File: src/rtl/cpu_debug_bridge.sv
// Boot loader and debug readout bridge for the core: assembles the byte-serial
// instruction image into imem, then offers manual or streamed byte-lane peeks.
module cpu_debug_bridge #(
    parameter  int XLEN       = 32,
    parameter  int IMEM_DEPTH = 64,
    parameter  int ADDR_W     = 11,
    parameter  int SCAN_WORDS = 21,
    localparam int LANES      = XLEN / 8,
    localparam int LANE_W     = (LANES > 1) ? $clog2(LANES) : 1,
    localparam int IMEM_AW    = $clog2(IMEM_DEPTH)
) (
    input  logic               sys_clk,
    input  logic               sys_reset,
    input  logic [7:0]         instr_i,
    input  logic               instr_valid,
    output logic               imem_we,
    output logic [IMEM_AW-1:0] imem_waddr,
    output logic [XLEN-1:0]    imem_wdata,
    output logic               cpu_hold,
    output logic               load_done,
    input  logic               DataOrReg,
    input  logic [ADDR_W-1:0]  address,
    input  logic [LANE_W-1:0]  vout_addr,
    output logic               dbg_sel,
    output logic [ADDR_W-1:0]  dbg_addr,
    input  logic [XLEN-1:0]    dbg_rdata,
    output logic [7:0]         value_o,
    input  logic               scan_start,
    output logic               scan_valid,
    output logic               scan_last,
    output logic               scan_busy
);

    typedef enum logic {S_LOAD, S_RUN} state_t;

    localparam logic [LANE_W-1:0]  LANE_MAX = LANE_W'(LANES - 1);
    localparam logic [ADDR_W-1:0]  ENTRY_MAX = ADDR_W'(SCAN_WORDS - 1);
    localparam logic [IMEM_AW-1:0] LAST_WORD = IMEM_AW'(IMEM_DEPTH - 1);
    localparam logic [IMEM_AW:0]   WORD_LIM = (IMEM_AW + 1)'(IMEM_DEPTH);

    state_t              state_q, state_d;
    logic [XLEN-9:0]     word_buf;
    logic [LANE_W-1:0]   byte_cnt;
    logic [IMEM_AW:0]    word_cnt;
    logic                scan_act;
    logic                scan_sel_q;
    logic [ADDR_W-1:0]   scan_entry;
    logic [LANE_W-1:0]   scan_lane;

    logic                byte_take;
    logic                word_full;
    logic                scan_go;
    logic                lane_end;
    logic                entry_end;
    logic [LANE_W-1:0]   rd_lane;
    logic [XLEN-1:0]     next_word;

    always_ff @(posedge sys_clk or posedge sys_reset) begin
        if (sys_reset) state_q <= S_LOAD;
        else           state_q <= state_d;
    end

    always_comb begin
        state_d   = state_q;
        byte_take = 1'b0;
        scan_go   = 1'b0;
        unique case (state_q)
            S_LOAD: begin
                byte_take = instr_valid && (word_cnt < WORD_LIM);
                if (imem_we && imem_waddr == LAST_WORD)
                    state_d = S_RUN;
            end
            S_RUN: scan_go = scan_start && !scan_busy;
            default: ;
        endcase
    end

    assign next_word = {word_buf, instr_i};
    assign word_full = byte_take && (byte_cnt == LANE_MAX);
    assign lane_end  = (scan_lane == '0);
    assign entry_end = (scan_entry == ENTRY_MAX);

    // The scan owns the core-facing read port while it is issuing entries.
    assign dbg_sel   = scan_act ? scan_sel_q : DataOrReg;
    assign dbg_addr  = scan_act ? scan_entry : address;
    assign rd_lane   = scan_act ? scan_lane  : vout_addr;

    assign scan_busy = scan_act | scan_valid;
    assign cpu_hold  = (state_q == S_LOAD);
    assign load_done = (state_q == S_RUN);

    always_ff @(posedge sys_clk or posedge sys_reset) begin
        if (sys_reset) begin
            word_buf   <= '0;
            byte_cnt   <= '0;
            word_cnt   <= '0;
            imem_we    <= 1'b0;
            imem_waddr <= '0;
            imem_wdata <= '0;
        end else begin
            imem_we <= word_full;
            if (byte_take) begin
                word_buf <= next_word[XLEN-9:0];
                byte_cnt <= word_full ? '0 : byte_cnt + 1'b1;
            end
            if (word_full) begin
                imem_wdata <= next_word;
                imem_waddr <= word_cnt[IMEM_AW-1:0];
                word_cnt   <= word_cnt + 1'b1;
            end
        end
    end

    always_ff @(posedge sys_clk or posedge sys_reset) begin
        if (sys_reset) begin
            scan_act   <= 1'b0;
            scan_sel_q <= 1'b0;
            scan_entry <= '0;
            scan_lane  <= '0;
            scan_valid <= 1'b0;
            scan_last  <= 1'b0;
            value_o    <= '0;
        end else begin
            value_o    <= dbg_rdata[{rd_lane, 3'b000} +: 8];
            scan_valid <= scan_act;
            scan_last  <= scan_act && lane_end && entry_end;
            if (scan_go) begin
                scan_act   <= 1'b1;
                scan_sel_q <= DataOrReg;
                scan_entry <= '0;
                scan_lane  <= LANE_MAX;
            end else if (scan_act) begin
                if (lane_end) begin
                    scan_lane <= LANE_MAX;
                    if (entry_end) scan_act <= 1'b0;
                    else           scan_entry <= scan_entry + 1'b1;
                end else begin
                    scan_lane <= scan_lane - 1'b1;
                end
            end
        end
    end

endmodule

File: config.mk
export PLATFORM = sky130hd
export DESIGN_NAME = cpu_debug_bridge
export DESIGN_NICKNAME = d
export VERILOG_FILES = /design/src/rtl/cpu_debug_bridge.sv
export SDC_FILE = /design/constraint.sdc
export NUM_CORES = 1
export LEC_CHECK = 0
export ABC_AREA = 1
export ABC_CLOCK_PERIOD_IN_PS = 10450
export CAP_MARGIN = 20
export CELL_PAD_IN_SITES_DETAIL_PLACEMENT = 0
export CELL_PAD_IN_SITES_GLOBAL_PLACEMENT = 1
export CORE_MARGIN = 10
export CORE_UTILIZATION = 25
export CTS_BUF_LIST = sky130_fd_sc_hd__clkbuf_16
export CTS_CLUSTER_DIAMETER = 200
export DETAILED_ROUTE_END_ITERATION = 8
export PLACE_DENSITY_LB_ADDON = 0.05
export SLEW_MARGIN = 0
export SYNTH_ARGS = -nofsm -noshare
export SYNTH_HDL_FRONTEND = slang
export SYNTH_SLANG_ARGS = --single-unit
File: constraint.sdc
create_clock -name sys_clk -period 10.45 [get_ports sys_clk]
set_input_delay 2.6125 -clock sys_clk [delete_from_list [all_inputs] [get_ports sys_clk]]
set_output_delay 2.6125 -clock sys_clk [all_outputs]
set_load 0.01 [all_outputs]
## Word-level counts from Yosys, hierarchy flattened

Cells that the tools add are included.

- Bits in registers: 98
- Input port bits: 58
- Output and inout bits: 64

- Add/sub/neg operators: 4
- $lt $le $gt $ge: 1
- Equal/unequal tests: 4
- Shift-type cells: 1
- Mux-type cells: 19
- Bitwise gates (word level): 2
- Reduce and logical (&&, ||, !) cells: 11

Operators by type and width:

| cell | count |
|---|---|
| $mux 11 | 5 |
| $shiftx 32x6->8 | 1 |
| $add 11x1->11 const B | 1 |
| $eq 11x5->1 const B | 1 |
| $mux 2 | 5 |
| $mux 1 | 9 |
| $add 7x1->7 const B | 1 |
| $lt 7x7->1 const B | 1 |
| $eq 6x6->1 const B | 1 |
| $logic_and 1x1->1 | 6 |
| $reduce_bool 2->1 | 2 |
| $reduce_and 3->1 | 1 |
| $add 2x1->2 const B | 1 |
| $eq 2x2->1 const B | 1 |
| $logic_not 2->1 | 1 |
| $ne 2x2->1 const B | 1 |
| $sub 2x1->2 const B | 1 |
| $logic_not 1->1 | 1 |
| $not 1->1 | 1 |
| $or 1x1->1 | 1 |

## Longest topological paths before layout

Gate-level depths: netlist of run 1.

- Depth after elaboration: 6
- Gate-level depth with buffers: 10
- Gate-level depth less buffers: 9

## Worst setup path after synthesis of run 1

No wires, ideal clock.

- Path type: input port to output port
- Start: input DataOrReg
- End: output dbg_sel
- Arrival: 2.912 ns
- Data required time: 7.837 ns
- Slack: 4.926 ns
- Stages: 2
- Buffers on the path: 0
- Cell sequence: inv_1 -> o21ai_0

- Cells in the longest elaborated chain, start to end: 1

RTL lines:

| what | RTL line | RTL |
|---|---|---|
| start, declared | 21 | `input logic DataOrReg,` |
| $mux 1 | 84 | `assign dbg_sel = scan_act ? scan_sel_q : DataOrReg;` |
| end, declared | 24 | `output logic dbg_sel,` |

No other way between the ends.

## Worst setup path after layout of run 1

Same ends and word-level chain as after synthesis.

==> results.json, run 1 <==
{
  "hpwlAfterDp_um": 8746,
  "antenna_found_initial": 0,
  "first_global_vias": 3818,
  "die-height_um": 153.5,
  "min_path_type": "reg2reg",
  "synth-warning-count": 0,
  "worst_path_fanout_max": 2,
  "post_cts.repair.setup_buffers": 0,
  "clk_path_buf_depth": 2,
  "via_per_inst": 4.180,
  "grt_pass1_wl_um": 20170,
  "first_pass_iters": 6,
  "period_needed_ns": 6.437,
  "arrival_ns": 3.82,
  "min_delay_worst_endpoint": "imem_wdata[27]$_DFFE_PP0P_",
  "htree_num_levels": 3,
  "final-max-slew-violation-count": 0,
  "critPathKind": "in2out",
  "achievable-frequency_ghz": 0.1554,
  "overflow": 0,
  "placedCellCount": 845,
  "cellPowerDensity_nw_per_um2": 196.0,
  "design.final.nets": 694,
  "start_util_pct": 25.66,
  "globalplace.congestion": 0.7098,
  "crit_slowest_cell": "clkdlybuf4s50_1",
  "postCtsHoldBufs": 0,
  "cts_buffers": 9,
  "resized_cells_post_cts": 0,
  "tightest_slew_ns": 0.9233,
  "status": "complete, no violations",
  "hold-path-cell-count": 2,
  "rsz0062_at_grt": "false",
  "r2r_start": "word_cnt[6]$_DFFE_PP0P_",
  "die_width_um": 153.5,
  "final_util_pct": 35.19,
  "timing.rr.end": "imem_wdata[14]$_DFFE_PP0P_",
  "critical-path-top-cell-by-count": "clkdlybuf4s50_1",
  "finalSetupViolCount": 0,
  "clock_insertion_delay_worst_skew_ns": 0.35,
  "yosys_register_bits": 98,
  "min-delay-start": "word_buf[19]$_DFFE_PP0P_",
  "ff2ff_setup_slack_ns": 7.85,
  "num_io_pins": 122,
  "setup.worst_path.end_class": "primary output",
  "crit_path_max_incr_delay_ns": 0.56,
  "max_cap_violations": 0,
  "groute.usage.overall_pct": 10.47,
  "core.rowCount": 48,
  "crit_path_start": "DataOrReg",
  "min_period_over_period_pct": 61.60,
  "timing.slew.headroom_pct": 38.44,
  "mean_area_per_synthesized_cell_sq_um": 8.599,
  "syn-cell-area_sq_um": 4454,
  "wire_per_inst_um": 14.16,
  "crit_chain": "clkdlybuf4s50_1 -> inv_1 -> o21ai_0 -> clkdlybuf4s50_1",
  "timing_hold_violations_final": 0,
  "design_area_sq_um": 6108,
  "critPathRequiredTime_ns": 7.84,
  "synth.net_count": 581,
  "fin_worst_skew_ns": 0.008706,
  "post_synth_inst_count": 518,
  "layout.cells.non_filler": 861,
  "antenna_cells": 0,
  "portBuffers": 121,
  "drcViolationCount": 0,
  "max-vdd-ir-drop_mv": 0.08954,
  "number_of_different_library_cells_in_the_post_synthesis_netlist": 29,
  "clock-root-buffer": "clkbuf_16",
  "detailed_route_wire_length_um": 12190,
  "final_antenna_net_count": 0,
  "die_area_sq_um": 23560,
  "leakage_nw": 2.822,
  "vias": 3599,
  "grt_max_degree": 73,
  "post_route_setup_tns_ns": 0,
  "r2r.worst_path.cells": 7,
  "worstSetupStartpointType": "input pin",
  "cts.sinks": 98,
  "core_region_area_sq_um": 17360,
  "areaGrowthSynthToFinish_pct": 37.13,
  "drtIter0Drc": 145,
  "whs_ns": 0.4706,
  "postPlaceCellArea_sq_um": 5814,
  "cts.reportedPaths.clkPinSlew_ns": 0.07,
  "share_of_the_yosys_chip_area_belonging_to_registers_pct": 55.06,
  "layout-drive-gt1-share_pct": 7.390,
  "cts_tree": "yes"
}
==> how the worst max path moves through the flow <==
stage	to	cells past startpoint	slack (ns)
after floorplan	dbg_sel	2	4.93
after global placement	dbg_sel	4	4.02
after detailed placement	dbg_sel	4	4.00
after CTS	dbg_sel	4	3.99
after global routing	dbg_sel	4	3.92
final	dbg_sel	4	4.01
==> flip-flops by register name, summed over array words and instances, names as in the netlist, 2 cells and up <==
signal      cells
value_o         8
imem_wdata     32
scan_entry     11
word_cnt        7
scan_lane       2
byte_cnt        2
word_buf       24
imem_waddr      6
==> where the power goes <==
part | switching (W) | internal, W | leakage, nW
registers | 0.0000563 | 0.000467 | 1.22
clock network | 0.000150 | 0.000185 | 0.143
logic | 0.000157 | 0.000181 | 1.46
total | 0.000364 | 0.000833 | 2.82
==> area by class of cell <==
class | count | area (sq um)
tap | 225 | 281.5
multi-input combinational | 339 | 1624
timing repair buffer | 123 | 1226
clock buffer | 9 | 225.2
fill | 1831 | 11250
inverter | 60 | 230.2
clock inverter | 7 | 68.82
sequential | 98 | 2452
==> metal layers <==
layer  up-vias  routed length, um  global-route usage, %
li1       1866                  -                      -
met1      1644               5625                  12.94
met2        81               5566                  16.47
met3         8                850                  4.574
met4         0                150                  2.294
met5         -                  0                      0
==> cell families (layout without fill, tap and decap cells) <==
group / after synthesis / after routing / synth area share [%]
fa+ha+maj: 5 / 5 / 1.404
buf+inv: 81 / 199 / 8.483
xor+xnor: 5 / 5 / 0.9831
simple gates: 234 / 234 / 21.57
compound gates: 95 / 95 / 12.50
flops: 98 / 98 / 55.06
==> worst max-delay path: cells and delay by family <==
kind | cells | cell delay, ns
buf+inv | 3 | 1.06
compound gates | 1 | 0.14
==> Yosys cell counts <==
cell / instances / area share [%]
nand4_1: 9 / 1.3
inv_2: 3 / 0.25
dfrtp_1: 98 / 55
o21ai_0: 61 / 6.9
o21bai_1: 1 / 0.17
ha_1: 5 / 1.4
nor3_1: 4 / 0.45
o21ai_2: 17 / 3.3
o22ai_1: 8 / 1.1
clkbuf_1: 7 / 0.59
inv_1: 55 / 4.6
o21a_1: 1 / 0.17
nor2_2: 2 / 0.28
buf_4: 4 / 0.67
o21ai_1: 6 / 0.67
nor2_1: 42 / 3.5
nand2_1: 161 / 14
nor2_8: 1 / 0.45
nand2_2: 3 / 0.42
o211ai_1: 1 / 0.17
clkinv_1: 1 / 0.084
buf_2: 3 / 0.34
nand3_1: 10 / 1.1
xnor2_1: 1 / 0.20
inv_4: 1 / 0.14
nand3_2: 1 / 0.22
buf_6: 7 / 1.8
xor2_1: 4 / 0.79
nor2_4: 1 / 0.25
==> metrics by stage <==
stage | setup slack (ns) | total power (W)
floorplan | 4.926 | 0.0006881
global placement | 4.018 | 0.0008765
detailed placement | 3.995 | 0.0008798
CTS | 3.992 | 0.001228
global route | 3.924 | 0.001284
finish | 4.013 | 0.001197
==> cell usage in the layout (no fill, tap or decap), types with 2 or more instances in the layout <==
cell and instances:
dfrtp_1 98, ha_1 5, clkdlybuf4s50_1 121, clkinv_1 2, nand4_1 9, inv_1 54
clkbuf_16 9, nor2_1 42, o21ai_1 6, clkinv_2 2, inv_2 3, nand2_2 3
buf_4 2, nor3_1 4, nand3_1 10, nand2_1 161, nor2_2 2, o22ai_1 8
xor2_1 4, inv_4 2, o21ai_2 17, o21ai_0 61
Note: power is estimated with default switching activity, not from simulation.
==> inputs of run 2 (changes only) <==
--- a/config.mk
+++ b/config.mk
@@ -6,7 +6,7 @@
 export NUM_CORES = 1
 export LEC_CHECK = 0
 export ABC_AREA = 1
-export ABC_CLOCK_PERIOD_IN_PS = 10450
+export ABC_CLOCK_PERIOD_IN_PS = 6100
 export CAP_MARGIN = 20
 export CELL_PAD_IN_SITES_DETAIL_PLACEMENT = 0
 export CELL_PAD_IN_SITES_GLOBAL_PLACEMENT = 1
==> constraint.sdc (replaced) <==
create_clock -name sys_clk -period 6.1 [get_ports sys_clk]
set_input_delay 1.525 -clock sys_clk [delete_from_list [all_inputs] [get_ports sys_clk]]
set_output_delay 1.525 -clock sys_clk [all_outputs]
set_load 0.01 [all_outputs]
==> results.json, run 2 (synthesis gave the netlist of run 1 again) <==
{
  "status": "complete, no violations",
  "die_width_um": 153.5,
  "grt_pass1_wl_um": 20280,
  "max_flop_register": "imem_wdata",
  "min_path_type": "reg2reg",
  "layout-drive-gt1-share_pct": 7.692,
  "timing_hold_violations_final": 0,
  "die-height_um": 153.5,
  "cts_buffers": 9,
  "wire_per_inst_um": 14.20,
  "final_antenna_net_count": 0,
  "tightest_slew_ns": 0.9565,
  "worst_path_fanout_max": 2,
  "clk_path_buf_depth": 2,
  "antenna_found_initial": 0,
  "min_period_over_period_pct": 69.74,
  "hpwlAfterDp_um": 8792,
  "setup.worst_path.end_class": "primary output",
  "first_global_vias": 3888,
  "globalplace.congestion": 0.7175,
  "crit_path_max_incr_delay_ns": 0.57,
  "core_region_area_sq_um": 17360,
  "critical-path-top-cell-by-count": "clkdlybuf4s50_1",
  "crit_chain": "clkdlybuf4s50_1 -> inv_1 -> o21ai_0 -> clkdlybuf4s50_1",
  "areaGrowthSynthToFinish_pct": 37.98,
  "period_needed_ns": 4.254,
  "fin_worst_skew_ns": 0.004140,
  "crit_slowest_cell": "clkdlybuf4s50_1",
  "start_util_pct": 25.66,
  "timing.slew.headroom_pct": 36.14,
  "arrival_ns": 2.73,
  "max_cap_violations": 0,
  "design.final.nets": 695,
  "via_per_inst": 4.201,
  "antenna_cells": 0,
  "post_cts.repair.setup_buffers": 0,
  "cts.sinks": 98,
  "htree_num_levels": 3,
  "critPathKind": "in2out",
  "grt_max_degree": 65,
  "drcViolationCount": 0,
  "resized_cells_post_cts": 0,
  "rsz0062_at_grt": "false",
  "critPathRequiredTime_ns": 4.58,
  "cts_tree": "yes",
  "worstSetupStartpointType": "input pin",
  "cellPowerDensity_nw_per_um2": 342.4,
  "largest_reg_flops": 32,
  "finalSetupViolCount": 0,
  "groute.usage.overall_pct": 10.55,
  "overflow": 0,
  "detailed_route_wire_length_um": 12240,
  "achievable-frequency_ghz": 0.2351,
  "final_common_cell": "nand2_1",
  "final_util_pct": 35.41,
  "top_regs": "imem_wdata x32, word_buf x24, scan_entry x11",
  "postCtsHoldBufs": 0,
  "num_io_pins": 122,
  "max-vdd-ir-drop_mv": 0.1636,
  "core.rowCount": 48,
  "drtIter0Drc": 217,
  "post_route_setup_tns_ns": 0,
  "layout_common_cells": "nand2_1, clkdlybuf4s50_1, dfrtp_1, o21ai_0, inv_1",
  "clock_insertion_delay_worst_skew_ns": 0.35,
  "first_pass_iters": 4,
  "vias": 3621,
  "portBuffers": 121,
  "final-max-slew-violation-count": 0,
  "die_area_sq_um": 23560,
  "cts.reportedPaths.clkPinSlew_ns": 0.07,
  "clock-root-buffer": "clkbuf_16",
  "leakage_nw": 2.846
}
==> run 2: final timing paths <==
| check | startpoint | to | slack (ns) | depth (start not counted) |
|---|---|---|---|---|
| setup / recovery | DataOrReg | dbg_sel | 1.85 | 4 |
| hold / removal | imem_wdata[27]$_DFFE_PP0P_ | imem_wdata[27]$_DFFE_PP0P_ | 0.47 | 2 |
| setup reg to reg | byte_cnt[0]$_DFFE_PP0P_ | imem_wdata[8]$_DFFE_PP0P_ | 3.91 | 6 |
| hold reg to reg | imem_wdata[27]$_DFFE_PP0P_ | imem_wdata[27]$_DFFE_PP0P_ | 0.47 | 2 |
| max in group asynchronous | sys_reset | word_buf[13]$_DFFE_PP0P_ | 3.41 | 3 |
| min in group asynchronous | sys_reset | imem_wdata[4]$_DFFE_PP0P_ | 1.70 | 2 |
==> run 2: report_power, final <==
part / switching (W) / leakage, nW / total [W] / internal [W]
registers: 0.0000948 / 1.22 / 0.000895 / 0.000801
logic: 0.000274 / 1.46 / 0.000584 / 0.000310
clock network: 0.000261 / 0.162 / 0.000625 / 0.000364
total: 0.000630 / 2.85 / 0.00210 / 0.00147
==> run 2: worst max-delay path: cells and delay by family <==
family,cells,cell delay (ns)
AOI/OAI and AO/OA,1,0.14
buffers and inverters,3,1.06
==> run 2: final cells by class <==
type	count	area [sq um]
inverter	60	230.2
timing repair buffer	124	1234
fill	1802	11210
clock inverter	7	98.84
sequential	98	2452
clock buffer	9	225.2
multi-input combinational	339	1624
tap	225	281.5
==> run 2: stage by stage <==
step / hold slack [ns] / worst slack [ns] / area [sq um] / std cells / total power [W]
after floorplan: 0.3745 / 2.013 / 4454 / 518 / 0.001179
after global placement: 0.4586 / 1.841 / 5822 / 846 / 0.001503
after detailed placement: 0.4607 / 1.831 / 5822 / 846 / 0.001510
after CTS: 0.4777 / 1.831 / 6146 / 862 / 0.002158
after global routing: 0.5025 / 1.747 / 6146 / 862 / 0.002253
final: 0.4708 / 1.846 / 6146 / 862 / 0.002104
==> run 2: metal layers <==
layer / routed length (um) / GRT usage [%]
met1: 5622 / 13.00
met2: 5562 / 16.27
met3: 804 / 3.704
met4: 254 / 4.588
met5: 0 / 0
